===== config.mk =====
export PLATFORM = sky130hd
export DESIGN_NAME = calc_input_sequencer
export DESIGN_NICKNAME = d
export VERILOG_FILES = /design/src/rtl/calc_input_sequencer.sv
export SDC_FILE = /design/constraint.sdc
export NUM_CORES = 1
export LEC_CHECK = 0
export CAP_MARGIN = 40
export CORE_MARGIN = 2
export CORE_UTILIZATION = 30
export DETAILED_ROUTE_END_ITERATION = 12
export SYNTH_ARGS = -nofsm -noshare
export SYNTH_HDL_FRONTEND = slang
export SYNTH_SLANG_ARGS = --single-unit

===== constraint.sdc =====
create_clock -name clk -period 4.2 [get_ports clk]
set_input_delay 0.84 -clock clk [delete_from_list [all_inputs] [get_ports clk]]
set_output_delay 0.84 -clock clk [all_outputs]
set_load 0.1 [all_outputs]

===== src/rtl/calc_input_sequencer.sv =====
// Collects three button-entered operands (a, b, op) and presents them as one atomic calc_word.
// Optional load_btn debounce filter is enabled by defining CALC_SEQ_DEBOUNCE_EN.
module calc_input_sequencer #(
  parameter int DEBOUNCE_CYCLES = 16
) (
  input  logic       clk,
  input  logic       rst,
  input  logic [7:0] din,
  input  logic       load_btn,
  input  logic       clr,
  output logic [7:0] calc_word,
  output logic       word_valid,
  output logic [1:0] state,
  output logic       err
);

  typedef enum logic [1:0] {
    WAIT_A  = 2'd0,
    WAIT_B  = 2'd1,
    WAIT_OP = 2'd2,
    READY   = 2'd3
  } seq_state_t;

  if (DEBOUNCE_CYCLES < 1) begin : g_bad_cfg
    $error("DEBOUNCE_CYCLES must be at least 1");
  end

  seq_state_t cur;
  logic       sync1;
  logic       sync2;
  logic       level;
  logic       level_d;
  logic       evt;
  logic       valid_ab;
  logic       valid_op;
  logic [2:0] a_q;
  logic [2:0] b_q;
  logic [1:0] op_q;

  always_ff @(posedge clk or posedge rst) begin
    if (rst) begin
      sync1 <= 1'b0;
      sync2 <= 1'b0;
    end else begin
      sync1 <= load_btn;
      sync2 <= sync1;
    end
  end

`ifdef CALC_SEQ_DEBOUNCE_EN
  localparam int CW = (DEBOUNCE_CYCLES > 1) ? $clog2(DEBOUNCE_CYCLES) : 1;

  logic [CW-1:0] db_cnt;

  // Level follows sync2 only after it has disagreed for DEBOUNCE_CYCLES cycles in a row.
  always_ff @(posedge clk or posedge rst) begin
    if (rst) begin
      db_cnt <= '0;
      level  <= 1'b0;
    end else if (sync2 == level) begin
      db_cnt <= '0;
    end else if (db_cnt == CW'(DEBOUNCE_CYCLES - 1)) begin
      db_cnt <= '0;
      level  <= sync2;
    end else begin
      db_cnt <= db_cnt + 1'b1;
    end
  end
`else
  assign level = sync2;
`endif

  always_ff @(posedge clk or posedge rst) begin
    if (rst) begin
      level_d <= 1'b0;
    end else begin
      level_d <= level;
    end
  end

  assign evt      = level & ~level_d;
  assign valid_ab = (din[7:3] == 5'd0);
  assign valid_op = (din[7:2] == 6'd0);

  // calc_word is written only on the WAIT_OP -> READY step so downstream never sees a partial word.
  always_ff @(posedge clk or posedge rst) begin
    if (rst) begin
      cur        <= WAIT_A;
      a_q        <= '0;
      b_q        <= '0;
      op_q       <= '0;
      calc_word  <= '0;
      word_valid <= 1'b0;
      err        <= 1'b0;
    end else begin
      err <= 1'b0;
      if (clr) begin
        cur        <= WAIT_A;
        a_q        <= '0;
        b_q        <= '0;
        op_q       <= '0;
        calc_word  <= '0;
        word_valid <= 1'b0;
      end else if (evt) begin
        case (cur)
          WAIT_A: begin
            if (valid_ab) begin
              a_q <= din[2:0];
              cur <= WAIT_B;
            end else begin
              err <= 1'b1;
            end
          end
          WAIT_B: begin
            if (valid_ab) begin
              b_q <= din[2:0];
              cur <= WAIT_OP;
            end else begin
              err <= 1'b1;
            end
          end
          WAIT_OP: begin
            if (valid_op) begin
              op_q       <= din[1:0];
              calc_word  <= {din[1:0], b_q, a_q};
              word_valid <= 1'b1;
              cur        <= READY;
            end else begin
              err <= 1'b1;
            end
          end
          READY: begin
            if (valid_ab) begin
              a_q        <= din[2:0];
              word_valid <= 1'b0;
              cur        <= WAIT_B;
            end else begin
              err <= 1'b1;
            end
          end
          default: cur <= WAIT_A;
        endcase
      end
    end
  end

  assign state = cur;

  a_valid_tracks_ready: assert property (@(posedge clk) disable iff (rst)
    word_valid == (cur == READY));

  a_evt_single_cycle: assert property (@(posedge clk) disable iff (rst)
    evt |=> !evt);

endmodule


Word-level counts from Yosys, hierarchy flattened --
Index checks and enable logic that the tools add are counted.
Word-level totals: register bits after elaboration 21, input bits 12, output and inout bits 12, logic and storage cells 62
Cells by class: equal/unequal tests 7, muxes and demuxes 27, bitwise logic cells 2, reduce and logical (&&, ||, !) cells 17
Operators with widths (count):
- 8-bit 2-to-1 mux | 4
- 3-bit 2-to-1 mux | 7
- 2-bit nonzero test | 6
- 2-bit 2-to-1 mux | 5
- 3-bit != test, second input constant | 3
- 3-bit AND reduction | 3
- 1-bit 2-to-1 mux | 8
- 4-bit AND reduction | 2
- 6-bit logical NOT | 1
- 2-bit one-hot mux with 3 select lines | 1
- 5-bit logical NOT | 1
- 2-bit == test, second input constant | 2
- 1-bit one-hot mux with 2 select lines | 2
- 3-bit by 1-bit != test with 1-bit output, second input constant | 1
- 3-bit nonzero test | 1
- 3-bit OR reduction | 1
- 2-bit by 1-bit == test with 1-bit output, second input constant | 1
- 2-bit logical NOT | 1
- 2-bit OR reduction | 1
- 1-bit AND | 1
- 1-bit NOT | 1

Logic depth before layout (Yosys ltp) --
Gate-level depths: netlist of run 1.
depth after elaboration 5, gate-level depth with buffers 6, gate-level depth less buffers 6

Worst setup path before layout of run 1 --
Ideal clock, no wire load.
path kind reg2reg, start point reg cur[0], in the netlist state[0], end point reg cur[1], in the netlist state[1], setup time 0.128 ns, arrival time 2.074 ns, required time 4.072 ns, setup slack 1.999 ns, cell stages (with the launch flop) 7, path buffers 0, clock period less this slack 2.201 ns, cell sequence dfrtp_1 -> inv_1 -> ha_1 -> nor3_1 -> a31oi_1 -> nor2_1 -> mux2_1
On the way: word-level cells in the longest chain between the ends 5, elaborated cells between the ends (all ways) 12, classes of those cells eq/ne (6); mux (3); reduce/logical (3)
RTL lines:
- start, declared | line 28 | seq_state_t cur;
- start signal, assigned | line 88 | cur <= WAIT_A;
- start signal, assigned | line 98 | cur <= WAIT_A;
- start signal, assigned | line 109 | cur <= WAIT_B;
- 2-bit == test / 2-bit logical NOT (equally long branches) | line 105 | case (cur)
- 2-bit OR reduction (no line)
- 2-bit one-hot mux with 3 select lines | line 105
- 2-bit 2-to-1 mux | line 104 | end else if (evt) begin
- 2-bit 2-to-1 mux | line 97 | if (clr) begin
Several ways; a longest one is shown, not always the timed one. The select of a mux whose other input is x is not followed. A chain may end at the register's enable or synchronous reset.

Worst setup path after layout of run 1 --
start point in din[7], end point reg calc_word[0]
On the way: word-level cells in the longest chain between the ends 3
RTL lines:
- start, declared | line 8 | input logic [7:0] din,
- 6-bit logical NOT | line 83 | assign valid_op = (din[7:2] == 6'd0);
- 2-bit nonzero test (no line)
- 3-bit AND reduction (no line)
- end signal, assigned | line 125 | calc_word <= {din[1:0], b_q, a_q};
- end, declared | line 11 | output logic [7:0] calc_word,
No other way between the ends.

==> reports/metrics.cfg, run 1 <==
[sta]
fin_tns_setup_ns = 0
whs_ns = 0.3671
rsz0062_at_grt = no
layout_setup_ws_ns = 1.721
hold_viol_final = 0
fin_worst_skew_ns = 0.001888
fin_crit_ns = 2.479
final.period_utilization_pct = 59.03
slew_violations = 0
fmaxAchievable_mhz = 403.3
worst_pin_slew_ns = 0.7644
slew_headroom_pct = 48.98
setup_viol = 0

[pwr]
p_seq_share_pct = 62.6
netSwitchingFraction_pct = 22.24
vdd_drop_max_v = 0.0001018
p_int_mw = 0.2553
p_switching_mw = 0.07299
total_power_mw = 0.3283
combPwrFrac_pct = 9.4
p_per_area_mw_per_mm2 = 235.3
p_clk_share_pct = 28.0
total_leakage_power_nw = 0.7098

[clocking]
clk_pin_slew_ns = 0.11
post_cts_buffers = 0
ctsResizeCount = 0
clk_path_buf_depth = 2
root_buffer = clkbuf_4
cts_made_buffers = 3
cts_tree = yes
cts.sinks = 21
htree_levels = 1
clk_latency_ns = 0.29
hold_buffers = 0

[detailed_routing]
drc = 0
antenna_left = 0
met3_length_um = 52
vias = 682
drtIter0Drc = 4
met1_length_um = 817
drt-total-wl_um = 1826
drt_pass1_iterations = 3
highest-signal-layer = met4
viasPerCell = 4.639
route.met2.wl_um = 948
wl_per_cell_um = 12.42

[yosys]
syn_nets = 93
syn_area_per_cell_um2 = 12.00
ys_warn_count = 0
synth_seq_area_share_pct = 56.15
ys_top_cells_by_area = dfrtp_1, mux2i_1, nor2_1
synthDominantCellAreaShare_pct = 56.15
syn_area_um2 = 935.9
synth_cell_types = 21
synth-seq-cells = 21
synth_area_leader_cell = dfrtp_1
syn_inst = 78

[run_status]
status = finished, final reports clean

[worst_setup_path]
startpoint_type = input port
worstPathCellList = clkdlybuf4s50_1 > nor4b_4 > nand4b_1 > mux2i_1 > nor2_1
critPathRequiredTime_ns = 4.36
arrival_ns = 2.64
max_stage_delay_ns = 0.57
cp_max_fo = 9
slowest_stage = nand4b_1
end_kind = flop
critical_path_class = input port to flop

[placed_design]
gp_congestion = 0.7929
hpwlAfterDp_um = 1427
preCtsSetupSlack_ns = 1.403
port_buffers = 23

[floorplanning]
core_mm2 = 0.003003
die-width_um = 59.86
fp.dieH_um = 59.86
fp.dieArea_mm2 = 0.003583
num_rows = 20
initial_core_util_pct = 31.17
pin_count = 24

[final_layout]
nets = 130
final_cell_mix = clkdlybuf4s50_1, dfrtp_1, nor2_1
seq_area_um2 = 525.5
drive_gt1_share_pct = 14.91
antenna_cells = 0
multiInputGateArea_um2 = 380.4
final_common_cell = clkdlybuf4s50_1
syn_to_final_growth_pct = 49.06
num-fill-cells = 288

[global_route]
grt-ovfl-total = 0
grt_usage_pct = 12.17
grt_pass1_vias = 731
grt_pass1_wl_um = 3284
grt_antenna_before_repair = 0
grt_max_degree = 22

[run]
maxCapViolations = 0

[worst_hold_path]
min_path_type = flop to flop

synthesized netlist by cell type:
master and n:
mux2i_1 14, o32ai_1 1, nand3_1 2, nor3_4 1, o21a_1 1, nor2_1 19, nand4b_1 1, a311oi_1 1
inv_1 3, nor4b_4 1, ha_1 3, clkbuf_1 2, or3_1 1, a31oi_1 1, nand2_1 1, nand2b_1 1
mux2_1 1, dfrtp_1 21, buf_6 1, a41oi_1 1, nor3_1 1
critical path: cells and delay by family:
kind | cells | cell delay [ns]
and+or+nand+nor | 3 | 0.99
muxes | 1 | 0.34
buffers and inverters | 1 | 0.46
state kept, by name, summed over array words and instances, names as in the netlist, 2 cells and up:
signal,cells
b_q,3
calc_word,8
state,2
a_q,3
metal layers:
layer / vias to the layer above / global-route usage (%)
met4: 0 / 3.810
met3: 2 / 2.165
met2: 11 / 20.34
met1: 327 / 15.92
li1: 342 / -
met5: - / 0
worst paths after layout:
path | start | end | slack (ns) | cells past startpoint
min in group asynchronous | rst | level$_DFF_PP0_ | 0.97 | 2
max in group asynchronous | rst | b_q[0]$_DFFE_PP0P_ | 2.75 | 2
worst max register to register | level_d$_DFF_PP0_ | calc_word[0]$_DFFE_PP0P_ | 2.38 | 4
worst min register to register | sync1$_DFF_PP0_ | level$_DFF_PP0_ | 0.37 | 0
worst max-delay path | din[7] | calc_word[0]$_DFFE_PP0P_ | 1.72 | 5
worst min-delay path | sync1$_DFF_PP0_ | level$_DFF_PP0_ | 0.37 | 0
cells by family (layout without fill, tap and decap cells):
logic type,after synthesis,after routing,synth area share [%]
adder cells (fa/ha/maj),3,3,4.011
AND/OR/NAND/NOR,28,28,16.18
multiplexers,15,15,16.18
AO/OA/AOI/OAI,5,5,4.279
flip-flops,21,21,56.15
buffers and inverters,6,42,3.209
through the flow:
| step | instances | util (%) | instance area (µm²) |
|---|---|---|---|
| detailed placement | 143 | 45.58 | 1369 |
| global placement | 131 | 39.58 | 1189 |
| finish | 147 | 46.46 | 1395 |
| CTS | 147 | 46.46 | 1395 |
| global route | 147 | 46.46 | 1395 |
| floorplan | 78 | - | 935.9 |
power by group through the flow:
stage | combinational, mW | clock, mW | sequential [mW]
3_5_place_dp | 0.0317 | 0 | 0.209
3_3_place_gp | 0.0297 | 0 | 0.209
2_1_floorplan | 0.0102 | 0 | 0.213
5_1_grt | 0.0341 | 0.105 | 0.206
4_1_cts | 0.0317 | 0.0985 | 0.206
6_report | 0.0309 | 0.0918 | 0.206
cell type report:
type                            count  share of cell area, %
Multi-Input combinational cell     51                  27.26
Inverter                            3                 0.8072
Timing Repair Buffer               35                  29.42
Sequential cell                    21                  37.67
Clock buffer                        4                  1.883
Tap cell                           33                  2.960
Power figures use the tool's default switching activity.
==> run 2: changes to the inputs <==
- clock period: 4.2 -> 2.3 ns (I/O delays scaled with it)
==> run 2 against run 1 <==
Critical path depth grew 1. Sequential power increased by 82%. Clock power is 87% higher. Sequential share of layout area is 5.9 points higher. Clock-buffer cell count is the same. Clock skew grew 0.0056 ns. Via count fell by 4.0%. Non-clock buffer count down 9.
==> reports/metrics.cfg, run 2 (synthesis gave the netlist of run 1 again) <==
[sta]
slew_headroom_pct = 78.16  ; +29 points
slew_violations = 0  ; unchanged
hold_viol_final = 0  ; unchanged
worst_pin_slew_ns = 0.3266  ; -0.4379 ns
fmaxAchievable_mhz = 590.6
whs_ns = 0.3617  ; -0.005378 ns
fin_worst_skew_ns = 0.007498  ; +0.005610 ns
final.period_utilization_pct = 73.62
rsz0062_at_grt = no
fin_tns_setup_ns = 0  ; unchanged
fin_crit_ns = 1.693
setup_viol = 0  ; unchanged

[detailed_routing]
drt_pass1_iterations = 4  ; +1
antenna_left = 0  ; unchanged
viasPerCell = 4.746  ; +2.3%
drt-total-wl_um = 1751  ; -4.1%
wl_per_cell_um = 12.69  ; +2.1%
drtIter0Drc = 4  ; unchanged
drc = 0  ; unchanged
vias = 655  ; -4.0%

[placed_design]
dpl_cell_area_mm2 = 0.001181  ; -14%
hpwlAfterDp_um = 1372  ; -3.9%
port_buffers = 23  ; unchanged
gp_congestion = 0.8164  ; +3.0%

[pwr]
netSwitchingFraction_pct = 22.77  ; +0.53 points
vdd_drop_max_v = 0.0003236  ; +220%
p_per_area_mw_per_mm2 = 499.5  ; +110%
p_switching_mw = 0.1373  ; +88%
combPwrFrac_pct = 9.3  ; about the same
total_leakage_power_nw = 0.6617  ; -6.8%
p_clk_share_pct = 28.5  ; +0.5 points
p_seq_share_pct = 62.2  ; -0.4 points
p_int_mw = 0.4658  ; +82%

[floorplanning]
fp.dieH_um = 59.86  ; unchanged
fp.dieArea_mm2 = 0.003583  ; unchanged
pin_count = 24  ; unchanged
num_rows = 20  ; unchanged
core_mm2 = 0.003003  ; unchanged
initial_core_util_pct = 31.17  ; unchanged
die-width_um = 59.86  ; unchanged

[run_status]
status = finished, final reports clean

[worst_setup_path]
worstPathCellList = clkdlybuf4s50_1 > nor4b_4 > nand4b_1 > buf_4 > mux2i_1 > nor2_1
regToRegSetupSlack_ns = 0.62  ; -1.76 ns
critPathRequiredTime_ns = 2.47  ; -1.89 ns
startpoint_type = input port
max_stage_delay_ns = 0.46  ; -0.11 ns
critical_path_class = input port to flop
cp_max_fo = 9  ; unchanged
arrival_ns = 1.87  ; -0.77 ns
slowest_stage = clkdlybuf4s50_1
end_kind = flop

[clocking]
post_cts_buffers = 0  ; unchanged
clk_latency_ns = 0.30  ; about the same
hold_buffers = 0  ; unchanged
clk_path_buf_depth = 2  ; unchanged
root_buffer = clkbuf_4
cts_made_buffers = 3  ; unchanged
cts_tree = yes
clk_pin_slew_ns = 0.12  ; about the same
cts.sinks = 21  ; unchanged
ctsResizeCount = 0  ; unchanged
htree_levels = 1  ; unchanged

[final_layout]
fin_area_mm2 = 0.001207  ; -13%
top_register = calc_word
nets = 121  ; -6.9%
final_common_cell = dfrtp_1
largest_reg_flops = 8  ; unchanged
antenna_cells = 0  ; unchanged
final_cell_mix = dfrtp_1, nor2_1, buf_4
syn_to_final_growth_pct = 29.01
largest_registers = calc_word x8, a_q x3, b_q x3
drive_gt1_share_pct = 19.05  ; +4.1 points

[global_route]
grt_antenna_before_repair = 0  ; unchanged
grt_usage_pct = 12.22  ; +0.055 points
grt_max_degree = 22  ; unchanged
grt_pass1_wl_um = 3167  ; -3.6%
grt-ovfl-total = 0  ; unchanged
grt_pass1_vias = 677  ; -7.4%

[run]
maxCapViolations = 0  ; unchanged

[worst_hold_path]
min_path_type = flop to flop

==> run 2: changes by cell type in the layout (fill, tap and decap cells not counted) <==
cell,previous run,this run
buf_4,0,15
buf_8,12,0
clkdlybuf4s50_1,23,11
==> run 2: per-stage QoR <==
| stage | setup WS (ns) | total power, mW | instances | utilization (%) |
|---|---|---|---|---|
| 6_report | 0.6067 | 0.6032 | 138 | 40.21 |
| 4_1_cts | 0.6044 | 0.6143 | 138 | 40.21 |
| 5_1_grt | 0.4783 | 0.6357 | 138 | 40.21 |
| 2_1_floorplan | 0.09882 | 0.4071 | 78 | - |
| 3_5_place_dp | 0.2844 | 0.4399 | 134 | 39.33 |
| 3_3_place_gp | 0.3603 | 0.4388 | 134 | 39.33 |
==> run 2: power groups by stage <==
stage / Clock [mW] / Combinational (mW) / Sequential (mW)
2_1_floorplan: 0 / 0.0187 / 0.388
3_3_place_gp: 0 / 0.0567 / 0.382
3_5_place_dp: 0 / 0.0576 / 0.382
4_1_cts: 0.182 / 0.0576 / 0.375
5_1_grt: 0.197 / 0.0627 / 0.376
6_report: 0.172 / 0.0561 / 0.375
==> run 2: area by class of cell <==
class                   instances  area [µm²]
fillers                       295        1795
flip-flops and latches         21       525.5
multi-input cells              51       380.4
repair buffers                 26       222.7
well taps                      33       41.29
clock buffers                   4       26.28
inverters                       3       11.26
==> run 2: per-layer routing <==
layer	GRT usage (%)	part of all wire, %	wire length (µm)	up-vias
met4	5.714	0.91	16	0
met1	16.14	47	818	317
met3	3.030	4.3	75	2
met5	0	0	0	-
met2	18.79	48	841	13
li1	-	-	-	323
==> run 2: worst paths after layout <==
path / cells past startpoint / start / to
setup / recovery: 6 / din[7] / calc_word[5]$_DFFE_PP0P_
hold / removal: 0 / sync1$_DFF_PP0_ / level$_DFF_PP0_
setup reg to reg: 6 / state[0]$_DFFE_PP0P_ / state[1]$_DFFE_PP0P_
hold reg to reg: 0 / sync1$_DFF_PP0_ / level$_DFF_PP0_
max in group asynchronous: 3 / rst / a_q[1]$_DFFE_PP0P_
min in group asynchronous: 3 / rst / a_q[2]$_DFFE_PP0P_
==> run 2: critical path: cells and delay by family <==
family	cells	cell delay [ns]
buf+inv	2	0.67
mux	1	0.16
simple gates	3	0.58
